<file path="src/rtl/spi_cmd_master.sv">
// SPI mode-0 command master: shifts a 1..7 byte command out on MOSI (MSB first)
// while capturing the same number of bytes from MISO. Every SPI pin is driven
// from a flop, so SCLK, SS and MOSI never glitch.
module spi_cmd_master #(
    parameter int CLK_DIV   = 4,
    parameter int MAX_BYTES = 7
) (
    input  logic                     clk,
    input  logic                     rst,
    input  logic                     start,
    input  logic [8*MAX_BYTES-1:0]   tx_data,
    input  logic [2:0]               tx_len,
    output logic [8*MAX_BYTES-1:0]   rx_data,
    output logic                     busy,
    output logic                     done,
    output logic                     spi_clk,
    output logic                     spi_ss,
    output logic                     spi_mosi,
    input  logic                     spi_miso
);

    localparam int FRAME_W = 8 * MAX_BYTES;
    localparam int CNT_W   = $clog2(FRAME_W + 1);
    localparam logic [7:0] DIV_LAST = 8'(CLK_DIV - 1);

    typedef enum logic [2:0] {
        S_IDLE,
        S_SETUP,
        S_HIGH,
        S_LOW,
        S_HOLD,
        S_GAP
    } state_t;

    state_t               state_q, state_d;
    logic [7:0]           div_q, div_d;
    logic [CNT_W-1:0]     bits_q, bits_d;
    logic [2:0]           len_q, len_d;
    logic [FRAME_W-1:0]   tx_q, tx_d;
    logic [FRAME_W-1:0]   rx_sh_q, rx_sh_d;
    logic [FRAME_W-1:0]   rx_data_q, rx_data_d;
    logic                 busy_q, busy_d;
    logic                 done_q, done_d;
    logic                 ss_q, ss_d;
    logic                 sclk_q, sclk_d;
    logic                 mosi_q, mosi_d;
    logic                 div_last;
    logic                 active_d;

    // Received bits sit right-aligned in the shift register; move them to the top.
    function automatic logic [FRAME_W-1:0] align_rx(input logic [FRAME_W-1:0] sh,
                                                    input logic [2:0]         len);
        logic [CNT_W-1:0] amt;
        amt = CNT_W'(FRAME_W) - CNT_W'({len, 3'b000});
        return sh << amt;
    endfunction

    assign div_last = (div_q == DIV_LAST);

    // Next-state, datapath and registered-output decode for the frame sequencer.
    always_comb begin
        state_d   = state_q;
        div_d     = div_q + 8'd1;
        bits_d    = bits_q;
        len_d     = len_q;
        tx_d      = tx_q;
        rx_sh_d   = rx_sh_q;
        rx_data_d = rx_data_q;
        done_d    = 1'b0;

        case (state_q)
            S_IDLE: begin
                div_d = 8'd0;
                if (start && (tx_len != 3'd0)) begin
                    tx_d    = tx_data;
                    len_d   = tx_len;
                    bits_d  = CNT_W'({tx_len, 3'b000});
                    rx_sh_d = '0;
                    state_d = S_SETUP;
                end
            end
            S_SETUP: begin
                if (div_last) begin
                    div_d   = 8'd0;
                    state_d = S_HIGH;
                end
            end
            S_HIGH: begin
                if (div_last) begin
                    div_d   = 8'd0;
                    rx_sh_d = {rx_sh_q[FRAME_W-2:0], spi_miso};
                    bits_d  = bits_q - CNT_W'(1);
                    if (bits_q == CNT_W'(1)) begin
                        state_d = S_HOLD;
                    end else begin
                        tx_d    = {tx_q[FRAME_W-2:0], 1'b0};
                        state_d = S_LOW;
                    end
                end
            end
            S_LOW: begin
                if (div_last) begin
                    div_d   = 8'd0;
                    state_d = S_HIGH;
                end
            end
            S_HOLD: begin
                if (div_last) begin
                    div_d     = 8'd0;
                    done_d    = 1'b1;
                    rx_data_d = align_rx(rx_sh_q, len_q);
                    state_d   = S_GAP;
                end
            end
            S_GAP: begin
                if (div_last) begin
                    div_d   = 8'd0;
                    state_d = S_IDLE;
                end
            end
            default: begin
                div_d   = 8'd0;
                state_d = S_IDLE;
            end
        endcase

        active_d = (state_d inside {S_SETUP, S_HIGH, S_LOW, S_HOLD});
        busy_d   = (state_d != S_IDLE);
        ss_d     = !active_d;
        sclk_d   = (state_d == S_HIGH);
        mosi_d   = active_d & tx_d[FRAME_W-1];
    end

    // Control state and pin registers; reset returns the link to idle at once.
    always_ff @(posedge clk) begin
        if (rst) begin
            state_q   <= S_IDLE;
            div_q     <= 8'd0;
            bits_q    <= '0;
            len_q     <= 3'd0;
            rx_data_q <= '0;
            busy_q    <= 1'b0;
            done_q    <= 1'b0;
            ss_q      <= 1'b1;
            sclk_q    <= 1'b0;
            mosi_q    <= 1'b0;
        end else begin
            state_q   <= state_d;
            div_q     <= div_d;
            bits_q    <= bits_d;
            len_q     <= len_d;
            rx_data_q <= rx_data_d;
            busy_q    <= busy_d;
            done_q    <= done_d;
            ss_q      <= ss_d;
            sclk_q    <= sclk_d;
            mosi_q    <= mosi_d;
        end
    end

    // Shift registers carry data only; they are reloaded at every accepted start.
    always_ff @(posedge clk) begin
        tx_q    <= tx_d;
        rx_sh_q <= rx_sh_d;
    end

    assign rx_data  = rx_data_q;
    assign busy     = busy_q;
    assign done     = done_q;
    assign spi_clk  = sclk_q;
    assign spi_ss   = ss_q;
    assign spi_mosi = mosi_q;

endmodule

</file>
<file path="config.mk">
export PLATFORM = sky130hd
export DESIGN_NAME = spi_cmd_master
export DESIGN_NICKNAME = d
export VERILOG_FILES = /design/src/rtl/spi_cmd_master.sv
export SDC_FILE = /design/constraint.sdc
export NUM_CORES = 1
export LEC_CHECK = 0
export BUFFER_PORTS_ARGS = -buffer_cell sky130_fd_sc_hd__buf_4
export CAP_MARGIN = 20
export CORE_ASPECT_RATIO = 1.5
export CORE_UTILIZATION = 50
export CTS_BUF_LIST = sky130_fd_sc_hd__clkbuf_4 sky130_fd_sc_hd__clkbuf_8
export DETAILED_ROUTE_END_ITERATION = 10
export PLACE_DENSITY = 0.77
export SLEW_MARGIN = 40
export SYNTH_ARGS = -nofsm -noshare
export SYNTH_HDL_FRONTEND = slang
export SYNTH_SLANG_ARGS = --single-unit
</file>
<file path="constraint.sdc">
create_clock -name clk -period 12.99 [get_ports clk]
set_clock_uncertainty 0.05 [all_clocks]
set_input_delay 2.598 -clock clk [delete_from_list [all_inputs] [get_ports clk]]
set_output_delay 2.598 -clock clk [all_outputs]
set_load 0.05 [all_outputs]
</file>
Word-level counts from Yosys, hierarchy flattened
Index checks and enable logic that the tools add are counted.
{"block": "totals", "ram_bits": 0, "mem_count": 0, "elab_cells": 67, "mem_bits_ro": 0, "reg_bits": 193, "out_inout_bits": 61, "latch_bits": 0}
{"block": "op_classes", "reduce_logical": 15, "div": 0, "shifts": 1, "addsub": 3, "n_bitwise": 3, "muxes": 18, "n_mul": 0, "eq_ne": 14, "magnitude_cmp": 0}
{"op": "2-to-1 mux 56 bit", "n": 5}
{"op": "case mux 56 bit (2 select lines)", "n": 2}
{"op": "left shift 56 x 6 -> 56 bit", "n": 1}
{"op": "2-to-1 mux 3 bit", "n": 6}
{"op": "case mux 3 bit (5 select lines)", "n": 1}
{"op": "equality test 3 x 2 -> 1 bit (second input constant)", "n": 4}
{"op": "2-to-1 mux 6 bit", "n": 2}
{"op": "case mux 6 bit (2 select lines)", "n": 1}
{"op": "equality test 3 bit (second input constant)", "n": 3}
{"op": "adder 8 x 1 -> 8 bit (second input constant)", "n": 1}
{"op": "equality test 8 x 2 -> 1 bit (second input constant)", "n": 1}
{"op": "equality test 3 x 1 -> 1 bit (second input constant)", "n": 2}
{"op": "equality test 6 x 1 -> 1 bit (second input constant)", "n": 1}
{"op": "!= test 2 bit (second input constant)", "n": 3}
{"op": "nonzero test 3 bit", "n": 2}
{"op": "subtractor 6 x 1 -> 6 bit (second input constant)", "n": 1}
{"op": "subtractor 6 bit (first input constant)", "n": 1}
{"op": "OR reduction 5 bit", "n": 1}
{"op": "AND reduction 2 bit", "n": 2}
{"op": "AND reduction 4 bit", "n": 1}
{"op": "nonzero test 4 bit", "n": 1}
{"op": "OR reduction 2 bit", "n": 2}
{"op": "zero test 3 bit", "n": 1}
{"op": "AND reduction 3 bit", "n": 1}
{"op": "7 further kinds", "n": 8}

Depth between registers and ports, before layout
Gate-level depths: netlist of the first run.
{"block": "logic_depth", "word_depth": 7, "mapped_depth": 8, "ltp_nobuf": 5}

Least setup slack after synthesis of the first run
No wires, ideal clock.
{"block": "synth_timing", "path_kind": "input port to flip-flop", "from": "input tx_len[2]", "to": "register state_q[0]", "setup_time_ns": 0.129, "required_time_ns": 12.811, "arrival_time_ns": 5.714, "cell_stages": 4, "n_path_buf": 0, "path_slack_ns": 7.097, "cell_sequence": "or3_1 nand3_1 o21ai_0 o31a_1"}
{"block": "synth_between", "elab_chain_len": 4}
{"element": "from (decl)", "line_no": "12", "text": "input logic [2:0] tx_len,"}
{"element": "nonzero test 3 bit", "line_no": "74", "text": "if (start && (tx_len != 3'd0)) begin"}
{"element": "logical AND 1 bit", "line_no": "74"}
{"element": "2-to-1 mux 3 bit", "line_no": "74"}
{"element": "case mux 3 bit (5 select lines)", "line_no": "71", "text": "case (state_q)"}
{"element": "to (signal assigned)", "line_no": "148", "text": "state_q <= state_d;"}
{"element": "to (decl)", "line_no": "35", "text": "state_t state_q, state_d;"}
Every way passes these cells.
A chain may end at the register's enable or synchronous reset.

Worst setup path in the final report of the first run
{"block": "layout_timing", "from": "input tx_len[2]", "to": "register rx_sh_q[43] (enable)"}
{"block": "layout_between", "elab_chain_len": 4}
{"element": "nonzero test 3 bit", "line_no": "74"}
{"element": "logical AND 1 bit", "line_no": "74"}
{"element": "!= test 2 bit (no source line)"}
{"element": "AND reduction 3 bit (no source line)"}
{"element": "to (signal assigned)", "line_no": "164", "text": "rx_sh_q <= rx_sh_d;"}
{"element": "to (decl)", "line_no": "40", "text": "logic [FRAME_W-1:0] rx_sh_q, rx_sh_d;"}
Every way passes these cells.

==> flow_summary.toml, run 1 <==
[global_routing]
grt_overflow = 0
antenna_found_initial = 0
grtUsageTotal_pct = 22.9
grt_pass1_wl_um = 31000
grt_max_degree = 73
first_global_vias = 5978

[finish]
area_growth_pct = 15.9
instances_no_fill = 1043
nNetsFinal = 886
multi_input_area_mm2 = 0.00347
drive_gt1_share_pct = 25.3
fin_area_mm2 = 0.0101
nFillCells = 1373
diodes = 0
finalCoreUtilization_pct = 59.9
regArea_mm2 = 0.00498

[pwr]
power.static_leakage_uw = 0.00360
power_density_mw_per_mm2 = 116
vdd_drop_max_v = 0.0000669

[route]
wl_per_cell_um = 18.6
routed_via_density = 5.90
vias = 6155
wirelength_um = 19400
postRouteAntennaNets = 0
drc = 0
drt_iter0_drc = 547
drt_first_pass_iters = 5

[die]
pin_count = 124
die_y_um = 164
core_area_mm2 = 0.0169
rows = 58
die_area_mm2 = 0.0180
dieWidth_um = 110
start_util_pct = 51.7

[synth]
synth_top_area_share_pct = 38.1
syn_nets = 800
synth_edf_count = 111
ys.flop_type = "edfxtp_1"
synth_cell_types = 48
synth_area_mm2 = 0.00874
avgSynthCellArea_um2 = 11.9
syn_inst = 734
synth.largest_area_cell = "edfxtp_1"
synth-seq-area-share_pct = 56.9
yosysWarnings = 0
synthTopCellsByArea = "edfxtp_1 (38%), dfxtp_1 (19%), a22o_1 (6.2%), mux4_2 (6.2%), and2_1 (4.2%)"
ys_ff_latch = 193
async_flop_share_pct = 0

[clocking]
h-tree-depth = 4
cts_tree = "yes"
clk_path_buf_depth = 2
clk_latency_ps = 470
post_cts_resized = 0
clock_sinks = 193
cts-buffers-inserted = 17
path_clk_slew_ps = 90
hold_buffers = 0
clock-root-buffer = "clkbuf_8"
cts_setup_buffers = 0

[placed_design]
dp_cells = 1011
post_dp_cell_area_mm2 = 0.00975
dpl.hpwl_um = 13200
place_congestion = 0.823
io_buffers = 123

[critical_path]
critical_path_class = "in -> reg"
end_kind = "flop"
critPathRequiredTime_ps = 13040
cp-start-kind = "input port"
critPathMaxFanout = 53
crit_arrival_ps = 4210

[sta]
drv_slew = 0
fmax_ghz = 0.240
finalSetupTns_ps = 0
worstMarginPinSlew_ps = 746
holdWs_ps = 393
min_period_over_period_pct = 32.1
hold_viol_final = 0
finalCriticalPeriod_ps = 4170
grt_setup_unrepaired = "no"
slew_headroom_pct = 50.1
setup_viol = 0

[hold_path]
hold_path.class = "reg -> reg"

[run]
maxCapViolations = 0

[status]
status = "completed"
worst max-delay path: stages:
cell and delay [ps]:
buf_4 100, or3_1 120, nand3_1 460, nand2_2 320, buf_4 590
state kept, by name, indices dropped and copies added (netlist names):
| name | cells |
|---|---|
| done | 1 |
| rx_sh_q | 56 |
| spi_clk | 1 |
| div_q | 8 |
| spi_mosi | 1 |
| bits_q | 6 |
| tx_q | 56 |
| state_q | 3 |
| spi_ss | 1 |
| len_q | 3 |
| busy | 1 |
| rx_data | 56 |
power breakdown:
group | internal, µW | switching [µW]
Clock | 144 | 226
Combinational | 50.1 | 57.6
Sequential | 678 | 21.7
Total | 872 | 306
routing by layer:
layer	share of wire, %	GRT usage [%]	up-vias
li1	-	-	2929
met2	51	38.4	216
met3	5.8	4.64	43
met5	0	0	-
met4	3.6	11.0	0
met1	40	27.6	2967
cells in the final DEF (no fill, tap or decap), types with 17 or more instances in the layout:
cell      instances
a22o_1           62
nor2_1           38
a211oi_1         19
edfxtp_1        111
and2_1           59
mux4_2           24
mux2i_1          24
a21oi_1          48
clkbuf_8         17
buf_4           129
nand2_1          52
dfxtp_1          80
nand3_1          34
through the flow:
stage	worst slack (ps)	total power, µW
after global routing	8740	1220
after CTS	8860	1190
after global placement	8400	818
after floorplan	7100	781
final	8820	1180
after detailed placement	8350	820
cell families after synthesis:
group	share of synthesized area, %
AND/OR/NAND/NOR	14.1
flip-flops	56.9
AO/OA/AOI/OAI	14.3
buffers and inverters	3.72
multiplexers	9.97
XOR/XNOR	0.601
adder cells (fa/ha/maj)	0.430
worst paths after layout:
| check | from | end | slack (ps) | cells after the start |
|---|---|---|---|---|
| worst min-delay path | div_q[0] | div_q[0] | 390 | 1 |
| worst max-delay path | tx_len[2] | rx_sh_q[43] | 8820 | 5 |
| worst max register to register | state_q[2] | rx_sh_q[43] | 10130 | 4 |
| worst min register to register | div_q[0] | div_q[0] | 390 | 1 |
synthesized netlist by cell type, types with 9 or more instances:
cell	instances
edfxtp_1	111
dfxtp_1	82
a22o_1	62
and2_1	59
nand2_1	53
a21oi_1	48
nor2_1	38
clkbuf_1	36
nand3_1	34
mux2i_1	24
mux4_2	24
buf_2	23
a211oi_1	19
a32oi_1	12
nor3_1	11
nand2b_1	9
o211ai_1	9
or3_1	9
final cells by class:
cell class                      count  share of cell area [%]
Timing Repair Buffer              132                    10.1
Clock inverter                     13                    1.22
Multi-Input combinational cell    469                    34.2
Tap cell                          210                    2.59
Inverter                            7                   0.259
Sequential cell                   193                    49.1
Clock buffer                       19                    2.46
Note: power is estimated with default switching activity, not from simulation.
==> run 2: changes to the inputs <==
==> constraint.sdc (replaced) <==
create_clock -name clk -period 4 [get_ports clk]
set_clock_uncertainty 0.05 [all_clocks]
set_input_delay 0.8 -clock clk [delete_from_list [all_inputs] [get_ports clk]]
set_output_delay 0.8 -clock clk [all_outputs]
set_load 0.05 [all_outputs]
==> run 2 against run 1 <==
Net effect:
- total power rose to 3.4 times the previous value
- combinational power rose to 3.2 times the previous value
- sequential power rose to 3.3 times the previous value
- critical path depth unchanged
- register-to-register slack lost 9100 ps
- setup slack worse by 7800 ps
- non-clock buffer count is 4 higher
==> flow_summary.toml, run 2 (synthesis gave the netlist of run 1 again) <==
[status]
status = "completed"

[clocking]
cts_tree = "yes"
h-tree-depth = 4
cts_setup_buffers = 0
hold_buffers = 0
clock_sinks = 193
post_cts_resized = 0
clk_latency_ps = 460
path_clk_slew_ps = 90
clk_path_buf_depth = 2
clock-root-buffer = "clkbuf_8"
cts-buffers-inserted = 17

[route]
routed_via_density = 5.89
drc = 0
wirelength_um = 19500
postRouteAntennaNets = 0
vias = 6165
drt_first_pass_iters = 5
drt_iter0_drc = 393
wl_per_cell_um = 18.6

[pwr]
power.total_uw = 3970
vdd_drop_max_v = 0.000205
power.static_leakage_uw = 0.00365
power_density_mw_per_mm2 = 389

[critical_path]
critPathMaxFanout = 46
end_kind = "flop"
r2r-start = "div_q[0]"
critPathRequiredTime_ps = 4040
cp-endpoint = "tx_q[39]"
worstRegToRegCells = 5
cp-startpoint = "div_q[0]"
critical_path_class = "reg -> reg"
r2r_end = "tx_q[39]"
cp-start-kind = "flop"
crit_arrival_ps = 3000
ff2ff_setup_slack_ps = 1040

[global_routing]
first_global_vias = 5921
grtUsageTotal_pct = 22.9
grt_overflow = 0
grt_pass1_wl_um = 31100
grt_max_degree = 73
antenna_found_initial = 0

[placed_design]
io_buffers = 123
dpl.hpwl_um = 13300
place_congestion = 0.832

[sta]
grt_setup_unrepaired = "no"
finalSetupTns_ps = 0
min_period_over_period_pct = 74.0
setup_viol = 0
hold_viol_final = 0
fmax_ghz = 0.338
drv_slew = 0
holdWs_ps = 402
finalCriticalPeriod_ps = 2960
worstMarginPinSlew_ps = 837
slew_headroom_pct = 44.1

[die]
die_area_mm2 = 0.0180
pin_count = 124
start_util_pct = 51.7
core_area_mm2 = 0.0169
die_y_um = 164
dieWidth_um = 110
rows = 58

[finish]
area_growth_pct = 16.6
drive_gt1_share_pct = 25.6
final_cell_mix = "buf_4 (135), edfxtp_1 (111), dfxtp_1 (80), a22o_1 (62), and2_1 (59)"
nNetsFinal = 890
diodes = 0
final_common_cell = "buf_4"
nFillCells = 1370

[hold_path]
hold_path.class = "reg -> reg"

[run]
maxCapViolations = 0
[run 2: cell types whose count changed in the layout (fill, tap and decap cells not counted), sizes merged]
cell,delta
clkinvlp,-3
buf,+4
clkbuf,+5
clkinv,-3
inv,-2
bufinv,+3
[run 2: layer usage]
metal / vias up / routed length [µm] / global-route usage [%]
met5: - / 0 / 0
met4: 0 / 613 / 9.03
met3: 42 / 1030 / 5.04
met2: 203 / 10000 / 40.0
met1: 2982 / 7820 / 26.9
li1: 2938 / - / -
[run 2: how the worst min path moves through the flow]
stage           startpoint           to  slack (ps)  depth (start not counted)
2_1_floorplan     div_q[0]     div_q[0]         360                          1
3_3_place_gp      div_q[0]     div_q[0]         380                          1
3_5_place_dp      div_q[0]     div_q[0]         390                          1
4_1_cts           div_q[0]     div_q[0]         400                          1
5_1_grt           div_q[0]     div_q[0]         430                          1
6_report       rx_data[10]  rx_data[10]         400                          2
[run 2: critical path, stage by stage (launching register included)]
cell and delay, ps:
dfxtp_1 360, ha_1 230, nor3b_2 490, nand3_2 410, o21ai_4 460, buf_4 560
[run 2: area by class of cell]
type                            count  area (µm²)  share of cell area, %
Tap cell                          210         263                   2.58
Clock inverter                      8         125                   1.23
Inverter                            7        26.3                  0.258
Clock buffer                       24         293                   2.87
Sequential cell                   193        4980                   48.9
Timing Repair Buffer              136        1030                   10.1
Multi-Input combinational cell    469        3470                   34.0
[run 2: per-stage QoR]
| stage | instance area, µm² | worst slack (ps) | utilization, % | cells |
|---|---|---|---|---|
| floorplan | 8740 | 856 | - | 734 |
| global placement | 9760 | 1200 | 57.7 | 1015 |
| detailed placement | 9760 | 1100 | 57.7 | 1015 |
| CTS | 10200 | 1060 | 60.2 | 1047 |
| global route | 10200 | 859 | 60.2 | 1047 |
| finish | 10200 | 1040 | 60.2 | 1047 |
[run 2: power by group]
part           internal [µW]  switching [µW]
clock network            680             660
registers               2200            78.3
logic                    168             183
==> run 3: changes to the inputs <==
==> constraint.sdc (replaced) <==
create_clock -name clk -period 3.06 [get_ports clk]
set_clock_uncertainty 0.05 [all_clocks]
set_input_delay 0.612 -clock clk [delete_from_list [all_inputs] [get_ports clk]]
set_output_delay 0.612 -clock clk [all_outputs]
set_load 0.05 [all_outputs]
==> run 3 against run 2 <==
Net effect:
- utilization is 0.37 points higher
- critical endpoint is now tx_q[37]
- cell count is 0.38% higher
- final area increased by 0.61%
- clock power rose by 25%
- register-to-register slack got worse by 480 ps
- sequential power up 30%
- sequential share of layout area is 0.32 points lower
- count of clock-buffer cells in the layout down 3
- global-route usage up 0.61 points
- largest power group unchanged
==> flow_summary.toml, run 3 (synthesis gave the netlist of run 1 again) <==
[clocking]
cts_setup_buffers = 0
clock-root-buffer = "clkbuf_8"
post_cts_resized = 0
cts_tree = "yes"
clock_sinks = 193
path_clk_slew_ps = 90
clk_path_buf_depth = 2
hold_buffers = 0
h-tree-depth = 4
clk_latency_ps = 470
cts-buffers-inserted = 17

[route]
routed_via_density = 5.86
wirelength_um = 19400
wl_per_cell_um = 18.5
drt_first_pass_iters = 4
drt_iter0_drc = 495
drc = 0
postRouteAntennaNets = 0
vias = 6155

[critical_path]
critPathMaxFanout = 57
slowest_stage = "nor3b_2"
path_cells = "ha_1, nor3b_2, nand3_2, o21ai_4, buf_12"
critical_path.max_stage_delay_ps = 530
critPathRequiredTime_ps = 3150
end_kind = "flop"
crit_family = "simple AND/OR/NAND/NOR gates"
crit_buf_inv = 1
critical_path_class = "reg -> reg"
cp-start-kind = "flop"
crit_arrival_ps = 2590

[sta]
drv_slew = 0
min_period_over_period_pct = 81.9
finalSetupTns_ps = 0
hold_viol_final = 0
finalCriticalPeriod_ps = 2500
worstMarginPinSlew_ps = 728
setup_viol = 0
setup_ws_ps = 555
grt_setup_unrepaired = "no"
slew_headroom_pct = 51.5
fmax_ghz = 0.399

[finish]
nNetsFinal = 894
area_growth_pct = 17.3
drive_gt1_share_pct = 25.9
diodes = 0
final_cell_mix = "buf_4 (134), edfxtp_1 (111), dfxtp_1 (80), a22o_1 (62), and2_1 (59)"
nFillCells = 1387
final_common_cell = "buf_4"

[global_routing]
grtUsageTotal_pct = 23.5
grt_pass1_wl_um = 32100
grt_overflow = 0
grt_max_degree = 73
antenna_found_initial = 0
first_global_vias = 6189

[die]
core_area_mm2 = 0.0169
start_util_pct = 51.7
die_y_um = 164
dieWidth_um = 110
die_area_mm2 = 0.0180
pin_count = 124
rows = 58

[placed_design]
io_buffers = 123
dpl.hpwl_um = 13600
place_congestion = 0.900
place_ws_ps = 583

[hold_path]
hold_path.class = "in -> reg"

[run]
maxCapViolations = 0

[status]
status = "completed"

[pwr]
power_density_mw_per_mm2 = 500
power.static_leakage_uw = 0.00368
vdd_drop_max_v = 0.000333
-- run 3: cell count changes in the layout (fill, tap and decap cells not counted), sizes merged --
cell / previous run / this run
bufinv: 3 / 2
clkinvlp: 1 / 0
inv: 10 / 12
clkinv: 1 / 4
buf: 136 / 140
clkbuf: 24 / 21
-- run 3: report_power, final --
part           switching (µW)  internal (µW)  leakage (µW)
clock                     888            785      0.000209
combinational             243            232       0.00171
sequential               99.3           2870       0.00176
total                    1230           3890       0.00368
-- run 3: worst min-delay path: stages --
cell and delay (ps):
buf_4 90, a32oi_1 70, nand2_1 60
-- run 3: layer usage --
metal	vias to the layer above	global-route usage [%]	part of all wire (%)	wire (µm)
met4	0	13.6	4.8	931
met3	43	5.44	5.1	994
met2	196	38.8	50	9710
met1	2967	27.6	40	7760
met5	-	0	0	0
li1	2949	-	-	-
-- run 3: worst paths after layout --
path / start / end / slack [ps] / cells past startpoint
min: tx_data[55] / tx_q[55] / 340 / 3
max: div_q[0] / tx_q[37] / 560 / 5
max reg2reg: div_q[0] / tx_q[37] / 560 / 5
min reg2reg: div_q[0] / div_q[0] / 400 / 1
-- run 3: through the flow --
stage | utilization [%] | cells | cell area, µm² | total power [µW] | hold slack, ps
final | 60.6 | 1051 | 10200 | 5120 | 344
after global routing | 60.6 | 1051 | 10200 | 5310 | 328
after CTS | 60.6 | 1051 | 10200 | 5160 | 323
after detailed placement | 58.3 | 1019 | 9850 | 3500 | 383
after global placement | 58.3 | 1019 | 9850 | 3500 | 375
after floorplan | - | 734 | 8750 | 3310 | 363
-- run 3: cell type report --
class / instances / area, µm² / area share (%)
Clock buffer: 21 / 270 / 2.64
Clock inverter: 11 / 128 / 1.25
Inverter: 7 / 26.3 / 0.256
Multi-Input combinational cell: 469 / 3460 / 33.8
Sequential cell: 193 / 4980 / 48.6
Tap cell: 210 / 263 / 2.56
Timing Repair Buffer: 140 / 1130 / 11.0
